$ cat config.mk
export PLATFORM = sky130hd
export DESIGN_NAME = instr_fetch
export DESIGN_NICKNAME = d
export VERILOG_FILES = /design/src/rtl/instr_fetch.sv
export SDC_FILE = /design/constraint.sdc
export NUM_CORES = 1
export LEC_CHECK = 0
export BUFFER_PORTS_ARGS = -buffer_cell sky130_fd_sc_hd__clkbuf_2
export CORE_ASPECT_RATIO = 0.5
export CORE_MARGIN = 2
export CORE_UTILIZATION = 35
export CTS_CLUSTER_DIAMETER = 120
export DETAILED_ROUTE_END_ITERATION = 6
export MAX_ROUTING_LAYER = met4
export PLACE_DENSITY = 0.6
export RECOVER_POWER = 25
export SLEW_MARGIN = 25
export SYNTH_ARGS = -nofsm -noshare
export SYNTH_HDL_FRONTEND = slang
export SYNTH_SLANG_ARGS = --single-unit
$ cat constraint.sdc
create_clock -name clk -period 4.6 [get_ports clk]
set_input_delay 0.23 -clock clk [delete_from_list [all_inputs] [get_ports clk]]
set_output_delay 0.23 -clock clk [all_outputs]
set_load 0.02 [all_outputs]
$ cat src/rtl/instr_fetch.sv
// rtl/instr_fetch.sv - instruction fetch unit with PC, single-outstanding imem port and 2-entry decode buffer
module instr_fetch #(
  parameter int                ADDR_W   = 32,
  parameter logic [ADDR_W-1:0] RESET_PC = '0
) (
  input  logic              clk,
  input  logic              rst_n,
  output logic              imem_req_valid,
  input  logic              imem_req_ready,
  output logic [ADDR_W-1:0] imem_addr,
  input  logic              imem_rsp_valid,
  input  logic [31:0]       imem_rsp_data,
  input  logic              redirect_valid,
  input  logic [ADDR_W-1:0] redirect_pc,
  output logic              instr_valid,
  input  logic              instr_ready,
  output logic [31:0]       instr,
  output logic [ADDR_W-1:0] instr_pc,
  output logic [5:0]        opcode,
  output logic [5:0]        funct
);

  typedef enum logic [1:0] {
    S_IDLE = 2'd0,
    S_REQ  = 2'd1,
    S_WAIT = 2'd2
  } state_t;

  state_t            state;
  state_t            state_nx;
  logic [ADDR_W-1:0] pc;
  logic [ADDR_W-1:0] pc_nx;
  logic [ADDR_W-1:0] req_pc;
  logic [ADDR_W-1:0] req_pc_nx;
  logic              discard;
  logic              discard_nx;
  logic              req_fire;
  logic              push;
  logic              pop;
  logic [ADDR_W-1:0] redirect_aligned;

  logic [1:0]        count;
  logic              rd_ptr;
  logic              wr_ptr;
  logic [31:0]       buf_data [2];
  logic [ADDR_W-1:0] buf_pc   [2];

  // Low target bits are architecturally meaningless; only the aligned part is kept.
  logic              unused_redirect_lsbs;
  assign unused_redirect_lsbs = ^redirect_pc[1:0];
  assign redirect_aligned     = {redirect_pc[ADDR_W-1:2], 2'b00};

  assign imem_addr   = pc;
  assign instr_valid = (count != 2'd0);
  assign instr       = buf_data[rd_ptr];
  assign instr_pc    = buf_pc[rd_ptr];
  assign opcode      = instr[31:26];
  assign funct       = instr[5:0];

  // A redirect flushes the buffer, so a same-edge pop must not move the read side.
  assign pop = instr_valid && instr_ready && !redirect_valid;

  // Fetch FSM state, PC, outstanding request address and discard flag.
  always_ff @(posedge clk or negedge rst_n) begin
    if (!rst_n) begin
      state   <= S_IDLE;
      pc      <= RESET_PC;
      req_pc  <= '0;
      discard <= 1'b0;
    end else begin
      state   <= state_nx;
      pc      <= pc_nx;
      req_pc  <= req_pc_nx;
      discard <= discard_nx;
    end
  end

  // Next-state logic: issue when the buffer has room, accept responses, then apply redirect overrides.
  always_comb begin
    state_nx       = state;
    pc_nx          = pc;
    req_pc_nx      = req_pc;
    discard_nx     = discard;
    imem_req_valid = 1'b0;
    req_fire       = 1'b0;
    push           = 1'b0;

    case (state)
      S_IDLE: begin
        state_nx = S_REQ;
      end
      S_REQ: begin
        imem_req_valid = (count < 2'd2);
        req_fire       = imem_req_valid && imem_req_ready;
        if (req_fire) begin
          req_pc_nx = pc;
          pc_nx     = pc + ADDR_W'(4);
          state_nx  = S_WAIT;
        end
      end
      S_WAIT: begin
        if (imem_rsp_valid) begin
          push       = !discard;
          discard_nx = 1'b0;
          state_nx   = S_REQ;
        end
      end
      default: begin
        state_nx = S_IDLE;
      end
    endcase

    // The redirect target wins over any sequential PC update; an accepted or
    // still-pending request becomes stale and its response is thrown away.
    if (redirect_valid) begin
      pc_nx = redirect_aligned;
      push  = 1'b0;
      case (state)
        S_REQ: begin
          if (req_fire) begin
            discard_nx = 1'b1;
          end
        end
        S_WAIT: begin
          if (!imem_rsp_valid) begin
            discard_nx = 1'b1;
          end
        end
        default: begin
        end
      endcase
    end
  end

  // Two-entry instruction buffer; a response only arrives when there is room for it.
  always_ff @(posedge clk or negedge rst_n) begin
    if (!rst_n) begin
      count       <= 2'd0;
      rd_ptr      <= 1'b0;
      wr_ptr      <= 1'b0;
      buf_data[0] <= '0;
      buf_data[1] <= '0;
      buf_pc[0]   <= '0;
      buf_pc[1]   <= '0;
    end else if (redirect_valid) begin
      count  <= 2'd0;
      rd_ptr <= 1'b0;
      wr_ptr <= 1'b0;
    end else begin
      if (push) begin
        buf_data[wr_ptr] <= imem_rsp_data;
        buf_pc[wr_ptr]   <= req_pc;
        wr_ptr           <= ~wr_ptr;
      end
      if (pop) begin
        rd_ptr <= ~rd_ptr;
      end
      case ({push, pop})
        2'b10:   count <= count + 2'd1;
        2'b01:   count <= count - 2'd1;
        default: count <= count;
      endcase
    end
  end

endmodule

[Word level (Yosys, flattened, before mapping)]
Cells that the tools add are included.
Cells by class
  reduce and logical (&&, ||, !) cells: 17
  bitwise logic cells: 5
  mux-type cells: 33
  equal/unequal tests: 6
  $lt $le $gt $ge: 4
  add/sub/neg operators: 3
Operator list (count)
  $mux 32: 10
  $bwmux 64: 2
  $add 32x3->32 const B: 1
  $demux 32 s1: 1
  $mux 1: 14
  $reduce_bool 2->1: 5
  $reduce_and 2->1: 4
  $mux 2: 3
  $pmux 2 s3: 1
  $eq 2x1->1 const B: 2
  $eq 2x2->1 const B: 2
  $ge 2x2->1 const B: 2
  $logic_and 1x1->1: 4
  $ne 2x2->1 const B: 2
  $not 1->2: 2
  $pmux 2 s2: 1
  $not 1->1: 3
  $reduce_bool 3->1: 1
  $add 2x1->2 const B: 1
  $logic_not 1->1: 2
  $logic_not 2->1: 1
  $lt 2x1->1 const B: 1
  $lt 2x2->1 const B: 1
  $pmux 1 s2: 1
  $sub 2x1->2 const B: 1
Word-level totals
  flip-flop bits (word level): 199
  word-level logic and storage cells: 79
  output and inout port bits: 110

[Longest topological paths before layout]
Gate-level depths: netlist of run 1.
  depth in word-level cells: 7
  gate-level depth with buffers: 8
  depth with buffers taken out: 6

[Least setup slack after synthesis of run 1]
Ideal clock, no wire load.
  path type: register to register
  start: register pc[2], in the netlist imem_addr[2]
  end: register pc[16], in the netlist imem_addr[16]
  slack: 2.487 ns
  stages on the path, launching flop included: 7
  arrival time: 2.031 ns
  period minus slack after synthesis: 2.113 ns
  cell sequence: dfrtp_1 ha_1 nand4b_4 or4_4 buf_2 or3_1 a31oi_1
On the way
  longest elaborated chain between the ends: 4
Ends and longest elaborated chain
  start, declared: RTL line 31  | logic [ADDR_W-1:0] pc;
  start signal, assigned: RTL line 72  | pc <= pc_nx;
  $add 32x3->32: RTL line 97  | pc_nx = pc + ADDR_W'(4);
  $mux 32: RTL line 95  | if (req_fire) begin
  $mux 32: RTL line 88  | case (state)
  $mux 32: RTL line 115  | if (redirect_valid) begin
No other way between the ends. The select of a mux whose other input is x is not followed.
A chain may end at the register's enable or synchronous reset.

==> run summary, run 1 <==
Clock Sinks - 191
Starting Density - 36.0%
Slew Viols, Final - 106
area growth from synthesis to layout - 20.3%
CTS root buf - clkbuf_16
leakage - 4.89 nW
final hold vios - 0
largest net degree at the start of global routing - 106
setup_tns - 0 ns
DRC - 0
Synth Warn # - 0
Final Cycle Share - 65.9%
Nets - 902
commonest non-fill, non-tap cell in the layout - mux2_2
CTS tree - built
status - complete, but fails checks
CP Data Required Time - 4.22 ns
arrival time at the worst endpoint - 2.65 ns
Util after Layout - 43.3%
Worst Tran Pin Value - 2.62 ns
sequential area share after synthesis - 54.9%
failing checks - max-capacitance violations, max-slew violations
delay-heaviest family, CP - buffers and inverters
ant diodes - 0
worst r2r dst - imem_addr[7]
TritonCTS Buffers - 17
reg2reg path depth - 7
Post-DP HPWL - 12400 um
Reg2Reg Setup Slack - 1.81 ns
post-route ant nets - 0
CP max FO - 105
endpoint type of the worst setup path - asynchronous set/reset pin
first-pass GRT wire length - 30700 um
post-DR vias/cell - 4.88
class of the most critical setup path - in2async
Worst Path Buf+Inv - 2
Synth Area per Inst - 13.1 um2
min Tclk post-route - 3.03 ns
DR vias - 5736
power per cell area - 587 nW/um2
delay of the slowest critical-path stage - 1.85 ns
Worst Hold Depth - 3
clock buffer depth - 2
Rows - 40
post-CTS setup buffers - 0
htree depth - 4
initial antenna violation count - 0
maximum VDD drop - 0.304 mV
worst path cell trace - dlygate4sd3_1, clkbuf_2
Routed WL per cell - 16.3 um
IO buf count - 173
Worst Hold Path EP - imem_addr[13]
RSZ-0062 raised after global routing - no
GR Util All Layers - 15.8%
worst hold path type - in2reg
max-cap violations - 1
grt total ovfl - 0
Core Box Area - 24200 um2
Placer Congestion - 0.774
layout cells sized above 1 - 49.3%
f_max - 330 MHz
Synth Instances - 665
Worst path slowest cell - clkbuf_2
Chip Height - 116 um
number of global-route vias before repair - 5818
Pre-antenna DRT Iters - 4
synthesized flop and latch total - 191
IO Pins - 180
FF-to-FF Start - state[1]
most frequent cells in the layout - 213 x mux2_2, 190 x dfrtp_1, 154 x clkbuf_2
worst min-delay path startpoint - redirect_pc[13]
final wirelength - 19200 um
Synth Cell Area - 8710 um2
final setup fails - 0
DIE AREA - 26200 um2
critical path startpoint category - input port
1st-iter DRT viols - 315
max_slew headroom - -74.6%
worst clock skew - 0.00934 ns
Clock Latency Late Sink - 0.44 ns
chip width - 227 um
synth unique cells - 44
clock transition at the registers of the reported paths - 0.06 ns
## worst min-delay path, stage by stage
cell and delay (ns):
clkbuf_2 0.07, nand2_1 0.05, nand3b_1 0.07
## how the worst max path moves through the flow
| stage | startpoint | end | slack (ns) | depth (start not counted) |
|---|---|---|---|---|
| floorplan | imem_addr[2] | imem_addr[16] | 2.49 | 6 |
| global placement | state[1] | imem_addr[13] | 1.77 | 7 |
| detailed placement | state[1] | imem_addr[7] | 1.77 | 7 |
| CTS | state[1] | imem_addr[7] | 1.75 | 7 |
| global route | rst_n | rd_ptr | 0.85 | 2 |
| finish | rst_n | rd_ptr | 1.57 | 2 |
## through the flow
step | cells | total power (W) | hold WS (ns) | setup slack, ns | cell area [um2]
after floorplan | 668 | 0.00410 | -0.0656 | 2.49 | 8720
after global placement | 1129 | 0.00463 | 0.397 | 1.77 | 9770
after detailed placement | 1129 | 0.00472 | 0.408 | 1.77 | 9770
after CTS | 1176 | 0.00625 | 0.00244 | 1.75 | 10500
after global routing | 1176 | 0.00655 | 0.0107 | 0.851 | 10500
final | 1176 | 0.00615 | 0.0281 | 1.57 | 10500
## synth_stat cells
master         instances  area (um2)
and4_1                 2        17.5
xnor2_1                8        70.1
inv_2                  1        3.75
ha_1                   5        62.6
nor4_1                 3        18.8
nand2b_1               2        12.5
buf_1                  8        30.0
nor3_1                 3        15.0
nand2_1               32         120
and3_1                 2        12.5
nand3b_1               3        22.5
nand4b_4               1        23.8
buf_4                 17         128
mux2i_1                1        10.0
clkbuf_8               1        13.8
or4_4                  1        11.3
buf_2                  9        45.0
or4_1                 13        97.6
dfrtp_1              191        4780
dlygate4sd3_1          1        10.0
nor2_1                27         101
nand3_1               10        50.1
mux2_2               213        2400
a31oi_1               16         100
nor2b_1                4        25.0
nand3_2                2        20.0
o31ai_1               11        82.6
o21ai_0               25         125
o211ai_1               1        7.51
a211oi_1               1        7.51
or3_2                  2        15.0
a21oi_1                3        15.0
or2_2                  1        6.26
nand4_1                6        37.5
dlygate4sd1_1          1        8.76
nand4b_1               1        8.76
or3_1                  5        31.3
conb_1                 1        3.75
a21boi_0               1        7.51
buf_6                  1        11.3
clkbuf_1              15        56.3
inv_1                  7        26.3
o221ai_1               1        8.76
xor2_1                 6        52.6
## power breakdown
group,switching [W],leakage [nW],internal (W)
combinational,0.00107,2.18,0.000984
clock,0.000653,0.295,0.000850
sequential,0.000348,2.42,0.00225
## registers in the layout, summed over array words and instances, names as in the netlist, 2 cells and up
register and cells:
buf_pc 60, count 2, state 2, req_pc 30, buf_data 64, imem_addr 30
## metal layers
layer / up-vias / share of wire (%) / global-route usage [%]
li1: 2699 / - / -
met1: 2929 / 44 / 18.7
met2: 88 / 50 / 26.4
met3: 20 / 3.6 / 3.65
met4: 0 / 1.9 / 5.93
met5: - / 0 / -
## cell type report
| type | instances | area [um2] |
|---|---|---|
| clock buffers | 21 | 470 |
| clock inverters | 11 | 126 |
| fillers | 2270 | 13700 |
| inverters | 8 | 30.0 |
| multi-input cells | 416 | 3620 |
| flip-flops and latches | 191 | 4780 |
| well taps | 336 | 420 |
| repair buffers | 193 | 1030 |
## repair_timing
item | CTS | global route
hold buffers | 15 | 0
resized for setup | 0 | 0
hold endpoints to repair | 117 | 0
## cells by family after synthesis
logic type               after synthesis  synth area share, %
AO/OA/AOI/OAI                         59                 4.07
XOR/XNOR                              14                 1.41
buffers and inverters                 61                 3.82
other                                  1               0.0430
flip-flops                           191                 54.9
adder cells (fa/ha/maj)                5                0.718
AND/OR/NAND/NOR                      120                 7.43
multiplexers                         214                 27.7
Note: power is estimated with default switching activity, not from simulation.
==> inputs of run 2 (changes only) <==
==> constraint.sdc (replaced) <==
create_clock -name clk -period 3.2 [get_ports clk]
set_input_delay 0.16 -clock clk [delete_from_list [all_inputs] [get_ports clk]]
set_output_delay 0.16 -clock clk [all_outputs]
set_load 0.02 [all_outputs]
==> run summary, run 2 (same netlist as run 1, synthesis figures left out) <==
status - complete, but fails checks
failing checks - max-capacitance violations, max-slew violations
Core Box Area - 24200 um2
Biggest register - buf_data
clock buffer depth - 2
Nets - 955
min Tclk post-route - 2.61 ns
# resized after CTS - 0
Sw Share - 32.6%
f_max - 383 MHz
Starting Density - 36.0%
CTS tree - built
DRC - 0
Worst path slowest cell - nand2_4
CP Data Required Time - 3.53 ns
largest registers - buf_data: 64 flops, buf_pc: 60 flops
CTS Hold Bufs - 63
setup_tns - 0 ns
DR vias - 5992
worst hold path type - in2reg
largest net degree at the start of global routing - 81
Placer Congestion - 0.792
GR Util All Layers - 16.8%
number of global-route vias before repair - 6260
Clock Sinks - 191
Chip Height - 116 um
max_slew headroom - -36.2%
Worst Tran Pin Value - 2.04 ns
NetSw - 0.00303 W
worst r2r dst - buf_data[31]
Reg2Reg Setup Slack - 0.59 ns
reg2reg path depth - 7
CP startpoint - state[0]
CP max FO - 48
Gate power share - 32.6%
delay-heaviest family, CP - simple AND/OR/NAND/NOR gates
initial antenna violation count - 0
ant diodes - 0
most frequent cells in the layout - 213 x mux2_2, 190 x dfrtp_1, 171 x clkbuf_2
htree depth - 4
CTS root buf - clkbuf_16
max-cap violations - 1
delay of the slowest critical-path stage - 0.58 ns
Post-DP HPWL - 13000 um
Levels on crit path - 7
post-CTS setup buffers - 0
Slew Viols, Final - 80
Worst Path Buf+Inv - 2
fillers - 2212
leakage - 5.22 nW
worst clock skew - 0.0129 ns
max reg flops - 64
IO buf count - 173
first-pass GRT wire length - 32800 um
Seq pwr share - 40.3%
power per cell area - 834 nW/um2
Rows - 40
Internal - 0.00626 W
Routed WL per cell - 16.5 um
grt total ovfl - 0
final wirelength - 20300 um
chip width - 227 um
Clock Latency Late Sink - 0.44 ns
IO Pins - 180
DIE AREA - 26200 um2
clock transition at the registers of the reported paths - 0.07 ns
power share of the clock group - 27.1%
Final Cycle Share - 81.6%
TritonCTS Buffers - 17
FF-to-FF Start - state[0]
maximum VDD drop - 0.359 mV
layout cells sized above 1 - 48.8%
post-DR vias/cell - 4.88
1st-iter DRT viols - 331
final setup fails - 0
post-route ant nets - 0
worst path cell trace - inv_1, ha_1, nand3b_1, nor2_1, nand2_4, buf_4, mux2_2
endpoint type of the worst setup path - flop
class of the most critical setup path - reg2reg
final hold vios - 0
Hold WS - 0.0498 ns
RSZ-0062 raised after global routing - no
CP endpoint - buf_data[31]
critical path startpoint category - flop
commonest non-fill, non-tap cell in the layout - mux2_2
area growth from synthesis to layout - 27.8%
arrival time at the worst endpoint - 2.94 ns
Pre-antenna DRT Iters - 4
## run 2: changes by cell type in the layout (fill, tap and decap cells not counted), sizes merged
cell / change
clkinvlp: -1
bufinv: +4
dlygate4sd3: +48
inv: -1
clkinv: -2
buf: +4
clkbuf: +1
## run 2: worst min path at each step
stage	startpoint	to	slack (ns)	cells past startpoint
floorplan	rst_n	buf_data[0]	-0.14	0
global placement	rst_n	buf_pc[22]	0.23	1
detailed placement	rst_n	buf_pc[54]	0.24	1
CTS	instr_ready	rd_ptr	0.03	4
global route	instr_ready	rd_ptr	0.07	4
finish	instr_ready	rd_ptr	0.05	4
## run 2: layout make-up
cell class / count / area, um2 / share of cell area (%)
repair buffers: 246 / 1580 / 14.2
inverters: 8 / 30.0 / 0.270
clock inverters: 11 / 220 / 1.98
multi-input cells: 416 / 3620 / 32.5
clock buffers: 21 / 480 / 4.32
flip-flops and latches: 191 / 4780 / 43.0
well taps: 336 / 420 / 3.78
## run 2: layer usage
metal	up-vias	track usage, %	routed length [um]
li1	2799	-	-
met1	3071	19.7	8930
met2	99	28.3	10200
met3	23	4.28	727
met4	0	5.58	408
met5	-	-	0
## run 2: worst min-delay path: stages
cell	delay [ns]
clkbuf_2	0.10
nand2_1	0.07
xor2_1	0.06
nor2_1	0.07
## run 2: power groups by stage
stage	clock (W)	sequential [W]	combinational, W
floorplan	0	0.00364	0.00224
global placement	0	0.00372	0.00294
detailed placement	0	0.00380	0.00299
CTS	0.00258	0.00375	0.00307
global route	0.00269	0.00387	0.00327
finish	0.00251	0.00374	0.00302
## run 2: metrics by stage
| stage | power [W] | utilization, % | setup slack [ns] | instances | area, um2 |
|---|---|---|---|---|---|
| floorplan | 0.00589 | - | 1.09 | 668 | 8720 |
| global placement | 0.00666 | 40.5 | 0.672 | 1134 | 9820 |
| detailed placement | 0.00679 | 40.5 | 0.586 | 1134 | 9820 |
| CTS | 0.00941 | 46.0 | 0.570 | 1229 | 11100 |
| global route | 0.00983 | 46.0 | 0.383 | 1229 | 11100 |
| finish | 0.00928 | 46.0 | 0.589 | 1229 | 11100 |
